<file path="src/rtl/shift_chain_pkg.sv">
// Shared constants and state encoding for the shift-chain driver.
package shift_chain_pkg;

    localparam int DEFAULT_DEPTH = 256;
    localparam int DEFAULT_WIDTH = 8;
    localparam int CNT_W         = $clog2(DEFAULT_DEPTH);

    typedef enum logic [1:0] {
        IDLE  = 2'd0,
        SHIFT = 2'd1,
        FLUSH = 2'd2
    } state_t;

endpackage

</file>
<file path="src/rtl/shift_chain_piso.sv">
// WIDTH-bit load/shift register with a per-word bit index and last-bit flag.
// SHIFT_CHAIN_LSB_FIRST_EN selects LSB-first output order; default is MSB-first.
module shift_chain_piso
    import shift_chain_pkg::*;
#(
    parameter int WIDTH = DEFAULT_WIDTH
) (
    input  logic             clk,
    input  logic             rst,
    input  logic             load,
    input  logic [WIDTH-1:0] load_data,
    input  logic             shift,
    output logic             out_bit,
    output logic             last
);

    localparam int IDX_W = (WIDTH > 1) ? $clog2(WIDTH) : 1;
    localparam logic [IDX_W-1:0] LAST_IDX = IDX_W'(WIDTH - 1);

    logic [WIDTH-1:0] sreg;
    logic [IDX_W-1:0] idx;

    // The bit on the chain is always taken straight from the register, so it
    // holds its value whenever the register is neither loaded nor shifted.
    always_ff @(posedge clk) begin
        if (rst) begin
            sreg <= '0;
            idx  <= '0;
        end else if (load) begin
            sreg <= load_data;
            idx  <= '0;
        end else if (shift) begin
`ifdef SHIFT_CHAIN_LSB_FIRST_EN
            sreg <= sreg >> 1;
`else
            sreg <= sreg << 1;
`endif
            idx  <= idx + IDX_W'(1);
        end
    end

`ifdef SHIFT_CHAIN_LSB_FIRST_EN
    assign out_bit = sreg[0];
`else
    assign out_bit = sreg[WIDTH-1];
`endif

    assign last = (idx == LAST_IDX);

endmodule

</file>
<file path="src/rtl/shift_chain_driver.sv">
// Byte-wide valid/ready feeder that serializes words onto the scan chain and
// zero-pads partial DEPTH-bit frames on flush (bit order via SHIFT_CHAIN_LSB_FIRST_EN).
module shift_chain_driver
    import shift_chain_pkg::*;
#(
    parameter int DEPTH = DEFAULT_DEPTH,
    parameter int WIDTH = DEFAULT_WIDTH
) (
    input  logic                     clk,
    input  logic                     rst,
    input  logic [WIDTH-1:0]         in_data,
    input  logic                     in_valid,
    output logic                     in_ready,
    input  logic                     flush,
    output logic                     sd_out,
    output logic                     sd_en,
    output logic [$clog2(DEPTH)-1:0] bit_count,
    output logic                     frame_done,
    output logic                     busy
);

    localparam int BC_W = $clog2(DEPTH);
    localparam logic [BC_W-1:0] LAST_BIT = BC_W'(DEPTH - 1);

    state_t           state;
    state_t           state_next;
    logic             flush_pending;
    logic             pending_next;
    logic             piso_load;
    logic             piso_shift;
    logic             piso_last;
    logic [WIDTH-1:0] piso_data;
    logic             accept;
    logic             frame_end;

    shift_chain_piso #(
        .WIDTH (WIDTH)
    ) u_piso (
        .clk       (clk),
        .rst       (rst),
        .load      (piso_load),
        .load_data (piso_data),
        .shift     (piso_shift),
        .out_bit   (sd_out),
        .last      (piso_last)
    );

    assign frame_end  = (bit_count == LAST_BIT);
    assign in_ready   = !flush_pending && ((state == IDLE) || ((state == SHIFT) && piso_last));
    assign accept     = in_valid && in_ready;
    assign busy       = (state != IDLE);
    assign frame_done = sd_en && frame_end;

    // Padding is produced by loading an all-zero word, so the data path never
    // needs a separate zero mux on the serial output.
    always_comb begin
        state_next   = state;
        pending_next = flush_pending;
        piso_load    = 1'b0;
        piso_shift   = 1'b0;
        piso_data    = '0;
        case (state)
            IDLE: begin
                pending_next = 1'b0;
                if (flush) begin
                    if (bit_count != '0) begin
                        state_next = FLUSH;
                        piso_load  = 1'b1;
                    end
                end else if (accept) begin
                    state_next = SHIFT;
                    piso_load  = 1'b1;
                    piso_data  = in_data;
                end
            end
            SHIFT: begin
                if (flush) begin
                    pending_next = 1'b1;
                end
                if (!piso_last) begin
                    piso_shift = 1'b1;
                end else begin
                    if (frame_end) begin
                        pending_next = 1'b0;
                    end
                    if (accept) begin
                        piso_load  = 1'b1;
                        piso_data  = in_data;
                    end else if (pending_next) begin
                        state_next   = FLUSH;
                        pending_next = 1'b0;
                        piso_load    = 1'b1;
                    end else begin
                        state_next = IDLE;
                    end
                end
            end
            FLUSH: begin
                pending_next = 1'b0;
                if (frame_end) begin
                    state_next = IDLE;
                end
            end
            default: begin
                state_next   = IDLE;
                pending_next = 1'b0;
            end
        endcase
    end

    // The strobe is registered from the next state so it lines up with the
    // bit the shift register presents in the same cycle.
    always_ff @(posedge clk) begin
        if (rst) begin
            state         <= IDLE;
            flush_pending <= 1'b0;
            sd_en         <= 1'b0;
            bit_count     <= '0;
        end else begin
            state         <= state_next;
            flush_pending <= pending_next;
            sd_en         <= (state_next != IDLE);
            if (sd_en) begin
                bit_count <= frame_end ? '0 : bit_count + BC_W'(1);
            end
        end
    end

endmodule

</file>
<file path="config.mk">
export PLATFORM = sky130hd
export DESIGN_NAME = shift_chain_driver
export DESIGN_NICKNAME = d
export VERILOG_FILES = /design/src/rtl/shift_chain_pkg.sv /design/src/rtl/shift_chain_piso.sv /design/src/rtl/shift_chain_driver.sv
export SDC_FILE = /design/constraint.sdc
export NUM_CORES = 1
export LEC_CHECK = 0
export CAP_MARGIN = 20
export CORE_MARGIN = 2
export CORE_UTILIZATION = 40
export CTS_CLUSTER_DIAMETER = 100
export DETAILED_ROUTE_END_ITERATION = 6
export PLACE_DENSITY = 0.76
export SYNTH_ARGS = -nofsm -noshare
export SYNTH_HDL_FRONTEND = slang
export SYNTH_SLANG_ARGS = --single-unit
</file>
<file path="constraint.sdc">
create_clock -name clk -period 2.1 [get_ports clk]
set_input_delay 0.21 -clock clk [delete_from_list [all_inputs] [get_ports clk]]
set_output_delay 0.21 -clock clk [all_outputs]
set_load 0.01 [all_outputs]
</file>
==> flow_summary.yaml, run 1 <==
clocking:
  cts_num_sinks: 23
  root_buffer: "clkbuf_4"
  cts_setup_buffers: 0
  cts_buffers: 3
  clkLatencyLatePin_ps: 310
  cts_tree: "built"
  path_clk_slew_ps: 120
  htree_levels: 1
  clk_path_buf_depth: 2
sta:
  skew_ps: 6.72
  max_slew.worst_pin.slew_ps: 363
  finalHoldViolCount: 0
  max-slew-margin-rel_pct: 75.7
  maxSlewViolCount: 0
  rsz0062_at_grt: "false"
  max_freq_mhz: 575
  period_share_pct: 82.8
  post-route-min-period_ps: 1740
  setup_violations: 0
  fin_tns_setup_ps: 0
floorplanning:
  dieArea_um2: 3510
  fp.dieW_um: 59.2
  die_h_um: 59.2
  rows: 20
  core_area_um2: 2980
  start_util_pct: 41.0
  ios: 25
detailed_routing:
  wl_mm: 2.47
  viasPerCell: 5.42
  drc: 0
  postRouteAntennaNets: 0
  wire_per_inst_um: 13.2
  drtIter0Drc: 50
  num_vias: 1014
  firstDrtPassIters: 4
critical_path:
  critPathMaxFanout: 11
  cp-end-kind: "register"
  crit_slowest_cell: "dfxtp_2"
  r2r_slack_ps: 360
  arrival_ps: 1960
  crit_chain: "inv_1 -> ha_1 -> nor4b_1 -> a211oi_1 -> a31o_1 -> buf_4 -> o32ai_1"
  critPathKind: "reg -> reg"
  reg2reg_from: "bit_count[0]"
  critPathRequiredTime_ps: 2320
  startpoint_type: "register"
  reg2regPathDepth: 7
  r2r-end: "u_piso.sreg[2]"
  crit_path_max_incr_delay_ps: 370
final_layout:
  finalNonFillerCells: 187
  antennaDiodeCount: 0
  multi_input_area_um2: 704
  fillCellCount: 278
  layout_commonest_cell: "clkdlybuf4s50_1"
  nNetsFinal: 171
  syn_to_final_growth_pct: 28.1
  seqCellArea_um2: 463
  drive_gt1_share_pct: 16.2
  mostFrequentLayoutCells: "clkdlybuf4s50_1 (22), dfxtp_1 (21), nand2b_1 (10)"
global_routing:
  grt_max_degree: 13
  track_usage_pct: 15.3
  grt_pass1_wl_mm: 4.15
  grt_overflow_total: 0
  first_global_vias: 997
  antenna_found_initial: 0
yosys:
  syn_area_um2: 1220
  ys_ff_latch: 23
  synth_top_family_by_area: "simple AND/OR/NAND/NOR gates"
  synth_simple_gate_area_share_pct: 22.6
  yosysSeqAreaShare_pct: 37.7
  syn_area_per_cell_um2: 9.68
  syn_inst: 126
  synth_top_area_cell: "dfxtp_1"
  synthAdderAreaFrac_pct: 4.10
  yosysWarningCount: 0
  synthMuxAreaShare_pct: 7.38
  synthesis.nets: 142
  synth_edf_count: 0
  async_flop_share_pct: 0
  ys_top_cells_by_area: "dfxtp_1 (38%), o32ai_2 (8.0%), mux2i_1 (7.4%)"
  synth_cell_types: 39
  yosysTopAreaCellShare_pct: 37.7
  synth-compound-area-share_pct: 18.9
  synth_xor_area_share_pct: 3.59
  yosys_most_used_dff: "dfxtp_1"
run:
  maxCapViolCount: 0
placed_design:
  io_buffers: 24
  hpwl_mm: 1.90
  dp.cells: 183
  gp_congestion: 0.852
min_path:
  holdPathEnd: "u_piso.sreg[0]"
  hold_start: "in_data[0]"
  worstHoldPathCells: 3
  hold_class: "in -> reg"
outcome:
  outcome: "finished, final reports clean"
pwr:
  ir_worst_vdd_mv: 0.344
  power_w: 0.000959
  powerDensity_nw_per_um2: 614
  p_leak_nw: 0.597
[critical path, delay by kind of cell, from the launching register on]
kind                       cells  cell delay [ps]
AOI/OAI and AO/OA              3              650
adders and majority gates      1              140
buffers and inverters          2              250
DFF                            1              370
and+or+nand+nor                1              240
[layer usage]
layer	global-route usage, %	wire, µm	vias up
met5	0	0	-
met4	3.90	14	0
met3	4.15	141	2
met2	27.8	1160	28
met1	17.5	1150	472
li1	-	-	512
[registers in the layout (all words and copies together) (netlist names)]
signal,cells
bit_count,8
u_piso.sreg,8
u_piso.idx,3
state,2
flush_pending,1
sd_en,1
[cell usage after synthesis (3+ instances only)]
cell      instances
o21ai_0           3
a21oi_1           6
xor2_1            3
mux2i_1           9
inv_1             8
clkbuf_1          3
o32ai_2           6
nor3_1            8
a211oi_1          3
nand2_1           5
dfxtp_1          23
nand3_1           4
nand2b_1         10
ha_1              4
[how the worst max path moves through the flow]
stage / start / to / slack, ps
2_1_floorplan: u_piso.idx[0] / u_piso.sreg[3] / 360
3_3_place_gp: bit_count[0] / frame_done / 210
3_5_place_dp: bit_count[1] / frame_done / 200
4_1_cts: u_piso.idx[0] / in_ready / 6
5_1_grt: u_piso.idx[0] / u_piso.sreg[2] / 210
6_report: bit_count[0] / u_piso.sreg[2] / 360
[power breakdown]
| group | internal, W | switching (W) |
|---|---|---|
| registers | 0.000470 | 0.0000328 |
| clock network | 0.0000742 | 0.000128 |
| logic | 0.000136 | 0.000117 |
| total | 0.000681 | 0.000278 |
[cell families after synthesis]
| family | count (synthesis) |
|---|---|
| AO/OA/AOI/OAI | 26 |
| AND/OR/NAND/NOR | 44 |
| XOR/XNOR | 5 |
| adder cells (fa/ha/maj) | 4 |
| multiplexers | 9 |
| buffers and inverters | 15 |
| flip-flops | 23 |
[cell type report]
type                       count  share of cell area (%)
clock buffer                   4                    1.68
inverter                       8                    1.92
multi-input combinational     88                    45.1
sequential                    23                    29.6
tap                           33                    2.64
timing repair buffer          31                    19.1
[repair_timing]
| item | 4_1_cts | 5_1_grt |
|---|---|---|
| endpoints found under the setup margin | 2 | 2 |
| pin swaps | 0 | 1 |
| gates resized for setup | 5 | 2 |
| hold buffers | 0 | 0 |
[through the flow]
step	setup slack [ps]	area, µm²	util (%)	hold WS, ps
after detailed placement	199	1520	51.0	526
after CTS	6.25	1560	52.3	465
after floorplan	355	1220	-	368
final	360	1560	52.5	469
after global routing	207	1560	52.5	470
after global placement	209	1520	51.0	505
Note: power is estimated with default switching activity, not from simulation.
==> run 2, diff against run 1 <==
--- a/config.mk
+++ b/config.mk
@@ -10,7 +10,7 @@
 export CORE_UTILIZATION = 40
 export CTS_CLUSTER_DIAMETER = 100
 export DETAILED_ROUTE_END_ITERATION = 6
-export PLACE_DENSITY = 0.76
+export PLACE_DENSITY = 0.78
 export SYNTH_ARGS = -nofsm -noshare
 export SYNTH_HDL_FRONTEND = slang
 export SYNTH_SLANG_ARGS = --single-unit
==> constraint.sdc (replaced) <==
create_clock -name clk -period 1.44 [get_ports clk]
set_input_delay 0.144 -clock clk [delete_from_list [all_inputs] [get_ports clk]]
set_output_delay 0.144 -clock clk [all_outputs]
set_load 0.01 [all_outputs]
==> flow_summary.yaml, run 2 (synthesized netlist as in run 1, its figures left out) <==
detailed_routing:
  drc: 0
  drtIter0Drc: 22
  wl_mm: 3.38
  firstDrtPassIters: 4
  num_vias: 1202
  viasPerCell: 5.44
  wire_per_inst_um: 15.3
  postRouteAntennaNets: 0
placed_design:
  dp.cells: 209
  io_buffers: 24
  hpwl_mm: 2.25
  place_area_um2: 1810
  gp_congestion: 0.827
floorplanning:
  core_area_um2: 2980
  start_util_pct: 41.0
  fp.dieW_um: 59.2
  die_h_um: 59.2
  ios: 25
  rows: 20
  dieArea_um2: 3510
sta:
  finalHoldViolCount: 0
  whs_ps: 412
  post-route-min-period_ps: 1610
  skew_ps: 7.16
  max_slew.worst_pin.slew_ps: 271
  max_freq_mhz: 623
  postLayoutSetupSlackWorst_ps: -165
  maxSlewViolCount: 0
  rsz0062_at_grt: "true"
  period_share_pct: 111
  max-slew-margin-rel_pct: 81.9
  setup_violations: 15
run:
  maxCapViolCount: 0
pwr:
  p_switching_w: 0.000492
  powerDensity_nw_per_um2: 812
  clkPwrFrac_pct: 18.0
  combPwrFrac_pct: 37.8
  p_sw_share_pct: 30.0
  ir_worst_vdd_mv: 0.533
  power_w: 0.00164
  seqPwrFrac_pct: 44.2
  p_leak_nw: 0.894
  p_int_w: 0.00115
clocking:
  clkLatencyLatePin_ps: 310
  cts_num_sinks: 23
  htree_levels: 1
  path_clk_slew_ps: 130
  cts_tree: "built"
  clk_path_buf_depth: 2
  holdBufCountCts: 0
  root_buffer: "clkbuf_4"
  cts_buffers: 3
final_layout:
  nNetsFinal: 205
  mostFrequentLayoutCells: "buf_4 (34), clkdlybuf4s50_1 (13), dfxtp_1 (11)"
  stdcell_area_um2: 2020
  finalNonFillerCells: 221
  reg_top3: "bit_count: 8 flops, u_piso.sreg: 8 flops, u_piso.idx: 3 flops"
  syn_to_final_growth_pct: 65.7
  post-route-util_pct: 67.9
  fillCellCount: 226
  drive_gt1_share_pct: 47.9
  seqCellArea_um2: 488
  layout_commonest_cell: "buf_4"
  antennaDiodeCount: 0
  multi_input_area_um2: 831
critical_path:
  reg2reg_from: "state[1]"
  crit_top_cell: "ha_4"
  crit_slowest_cell: "dfxtp_2"
  crit_path_max_incr_delay_ps: 380
  critPathRequiredTime_ps: 1300
  critPathMaxFanout: 3
  crit_buf_inv: 2
  reg2regPathDepth: 4
  r2r-end: "u_piso.sreg[0]"
  critical_path.top_delay_family: "flip-flops"
  cp-end-kind: "primary output"
  arrival_ps: 1460
  crit_chain: "ha_4 -> ha_4 -> nor2b_4 -> buf_4 -> nor3_2 -> buf_2"
  critPathKind: "reg -> out"
  r2r_slack_ps: -160
  startpoint_type: "register"
min_path:
  holdPathEnd: "u_piso.sreg[2]"
  worstHoldPathCells: 3
  hold_start: "in_data[2]"
  hold_class: "in -> reg"
outcome:
  violations: "setup timing"
  outcome: "finished with violations"
global_routing:
  first_global_vias: 1149
  grt_overflow_total: 0
  grt_max_degree: 13
  antenna_found_initial: 0
  track_usage_pct: 17.6
  grt_pass1_wl_mm: 4.80
[run 2: cell count changes in the layout (fill, tap and decap cells not counted), sizes merged]
cell / previous run / this run
buf: 7 / 42
clkdlybuf4s50: 22 / 13
dlygate4sd2: 0 / 5
clkbuf: 4 / 6
dlymetal6s2s: 2 / 3
[run 2: per-stage QoR]
step | setup slack [ps] | setup TNS [ps]
after floorplan | -22.1 | -151
after CTS | -143 | -1790
after detailed placement | -315 | -4150
after global routing | -198 | -2350
after global placement | -275 | -3500
final | -165 | -1710
[run 2: per-layer routing]
layer	global-route usage, %	vias to the layer above	part of all wire (%)	wire [µm]
li1	-	586	-	-
met1	20.4	576	41	1390
met2	32.8	32	53	1800
met3	1.97	8	3.2	108
met4	6.49	0	2.4	80
met5	0	-	0	0
[run 2: area by class of cell]
cell class              count  area share (%)
repair buffers             65            29.7
multi-input cells          88            41.1
flip-flops and latches     23            24.1
well taps                  33            2.04
clock buffers               4            1.30
inverters                   8            1.73
[run 2: worst max-delay path by stage]
stage	startpoint	end	slack, ps	cells after the start
final	u_piso.idx[1]	in_ready	-170	6
after global routing	u_piso.idx[1]	in_ready	-200	6
after CTS	u_piso.idx[1]	u_piso.sreg[3]	-140	7
after detailed placement	in_valid	sd_en	-320	6
after global placement	in_valid	sd_en	-270	6
after floorplan	u_piso.idx[0]	u_piso.sreg[3]	-20	6
[run 2: timing repair]
item	CTS	global route
cloned	0	1
setup buffers	4	3
hold endpoints to repair	0	0
resized for setup	29	18
pin swaps	3	10
setup endpoints to repair	23	22
[run 2: power by group through the flow]
stage,sequential [W],combinational (W),clock (W)
floorplan,0.000750,0.000259,0
global placement,0.000735,0.000494,0
detailed placement,0.000738,0.000514,0
CTS,0.000725,0.000553,0.000308
global route,0.000731,0.000653,0.000341
finish,0.000725,0.000621,0.000296
[run 2: worst register-to-register path, cell delays in order, from the launching register on]
cell,delay (ps)
dfxtp_2,360
or3b_4,420
a211o_1,310
buf_6,160
o32ai_1,260
==> run 3, diff against run 2 <==
--- a/config.mk
+++ b/config.mk
@@ -6,11 +6,13 @@
 export NUM_CORES = 1
 export LEC_CHECK = 0
 export CAP_MARGIN = 20
+export CELL_PAD_IN_SITES_DETAIL_PLACEMENT = 0
+export CELL_PAD_IN_SITES_GLOBAL_PLACEMENT = 1
 export CORE_MARGIN = 2
-export CORE_UTILIZATION = 40
+export CORE_UTILIZATION = 34
 export CTS_CLUSTER_DIAMETER = 100
 export DETAILED_ROUTE_END_ITERATION = 6
-export PLACE_DENSITY = 0.78
+export PLACE_DENSITY = 0.85
 export SYNTH_ARGS = -nofsm -noshare
 export SYNTH_HDL_FRONTEND = slang
 export SYNTH_SLANG_ARGS = --single-unit
==> flow_summary.yaml, run 3 (synthesized netlist as in run 1, its figures left out) <==
sta:
  period_share_pct: 115
  rsz0062_at_grt: "true"
  maxSlewViolCount: 0
  max_slew.worst_pin.slew_ps: 258
  postLayoutSetupSlackWorst_ps: -222
  fin_tns_setup_ps: -1840
  post-route-min-period_ps: 1660
  finalHoldViolCount: 0
  max_freq_mhz: 602
  max-slew-margin-rel_pct: 82.3
  setup_violations: 15
  skew_ps: 7.31
global_routing:
  antenna_found_initial: 0
  grt_pass1_wl_mm: 5.27
  grt_max_degree: 13
  grt_overflow_total: 0
  first_global_vias: 1179
  track_usage_pct: 15.9
critical_path:
  reg2regPathDepth: 7
  critPathKind: "reg -> reg"
  critPathRequiredTime_ps: 1660
  startpoint_type: "register"
  crit_slowest_cell: "dfxtp_4"
  r2r-end: "u_piso.sreg[2]"
  crit_path_max_incr_delay_ps: 380
  crit_chain: "inv_4 -> ha_4 -> nor4b_4 -> a211oi_2 -> a31o_2 -> buf_12 -> o32ai_2"
  critPathMaxFanout: 6
  cp-end-kind: "register"
  reg2reg_from: "bit_count[0]"
  r2r_slack_ps: -220
  arrival_ps: 1890
floorplanning:
  fp.dieW_um: 63.9
  rows: 21
  core_area_um2: 3390
  dieArea_um2: 4080
  ios: 25
  die_h_um: 63.9
  start_util_pct: 36.0
detailed_routing:
  firstDrtPassIters: 4
  drc: 0
  wl_mm: 3.30
  drtIter0Drc: 81
  num_vias: 1181
  postRouteAntennaNets: 0
  wire_per_inst_um: 14.5
  viasPerCell: 5.18
final_layout:
  drive_gt1_share_pct: 48.4
  stdcell_area_um2: 2080
  syn_to_final_growth_pct: 70.8
  antennaDiodeCount: 0
  reg_top3: "bit_count: 8 flops, u_piso.sreg: 8 flops, u_piso.idx: 3 flops"
  mostFrequentLayoutCells: "buf_4 (26), clkdlybuf4s50_1 (15), dfxtp_1 (11)"
  post-route-util_pct: 61.5
  nNetsFinal: 199
  layout_commonest_cell: "buf_4"
placed_design:
  place_area_um2: 1790
  hpwl_mm: 2.16
  gp_congestion: 0.822
  io_buffers: 24
clocking:
  clk_path_buf_depth: 2
  root_buffer: "clkbuf_4"
  cts_buffers: 3
  cts_num_sinks: 23
  clkLatencyLatePin_ps: 310
  path_clk_slew_ps: 130
  cts_tree: "built"
  htree_levels: 1
min_path:
  hold_start: "in_data[0]"
  holdPathEnd: "u_piso.sreg[0]"
  hold_class: "in -> reg"
  worstHoldPathCells: 3
pwr:
  p_leak_nw: 0.825
  seqPwrFrac_pct: 43.0
  p_int_w: 0.00117
  combPwrFrac_pct: 38.9
  powerDensity_nw_per_um2: 811
  p_switching_w: 0.000524
  p_sw_share_pct: 31.0
  clkPwrFrac_pct: 18.1
  power_w: 0.00169
  ir_worst_vdd_mv: 0.541
outcome:
  violations: "setup timing"
  outcome: "finished with violations"
run:
  maxCapViolCount: 0
## run 3: worst max-delay path by stage
stage	from	to	slack, ps	depth (start not counted)
finish	bit_count[0]	u_piso.sreg[2]	-220	7
global route	bit_count[0]	u_piso.sreg[2]	-290	7
CTS	bit_count[0]	u_piso.sreg[2]	-190	7
detailed placement	in_valid	u_piso.sreg[0]	-330	6
floorplan	u_piso.idx[0]	u_piso.sreg[3]	-20	6
global placement	in_valid	u_piso.sreg[0]	-280	6
## run 3: per-layer routing
| layer | up-vias | track usage, % | part of all wire, % |
|---|---|---|---|
| li1 | 574 | - | - |
| met1 | 566 | 18.4 | 41 |
| met2 | 37 | 28.8 | 54 |
| met3 | 4 | 2.64 | 4.2 |
| met4 | 0 | 6.25 | 0.97 |
| met5 | - | 0 | 0 |
## run 3: metrics by stage
stage	instances	hold slack (ps)	worst slack [ps]
after floorplan	126	301	-22.1
after global placement	217	498	-285
after detailed placement	217	504	-326
after CTS	225	377	-193
after global routing	228	366	-290
final	228	381	-222
## run 3: power by group through the flow
stage	sequential (W)	combinational, W	clock, W
after floorplan	0.000750	0.000259	0
after global placement	0.000736	0.000478	0
after detailed placement	0.000741	0.000492	0
after CTS	0.000723	0.000547	0.000314
after global routing	0.000732	0.000703	0.000357
final	0.000727	0.000658	0.000305
## run 3: area by class of cell
type | instances | area, µm²
Sequential cell | 23 | 488
Tap cell | 46 | 57.6
Timing Repair Buffer | 59 | 582
Clock buffer | 4 | 26.3
Inverter | 8 | 35.0
Fill cell | 274 | 1310
Multi-Input combinational cell | 88 | 895
## run 3: what timing repair did
item,4_1_cts,5_1_grt
gates resized for setup,33,26
setup endpoints to repair,21,21
gates cloned,1,1
hold buffers,0,0
pin swaps,9,7
setup buffers,3,3
## run 3: critical path, delay by kind of cell (launching register included)
kind | cells | cell delay (ps)
adder cells (fa/ha/maj) | 1 | 120
AND/OR/NAND/NOR | 1 | 200
flip-flops | 1 | 380
AO/OA/AOI/OAI | 3 | 660
buffers and inverters | 2 | 210
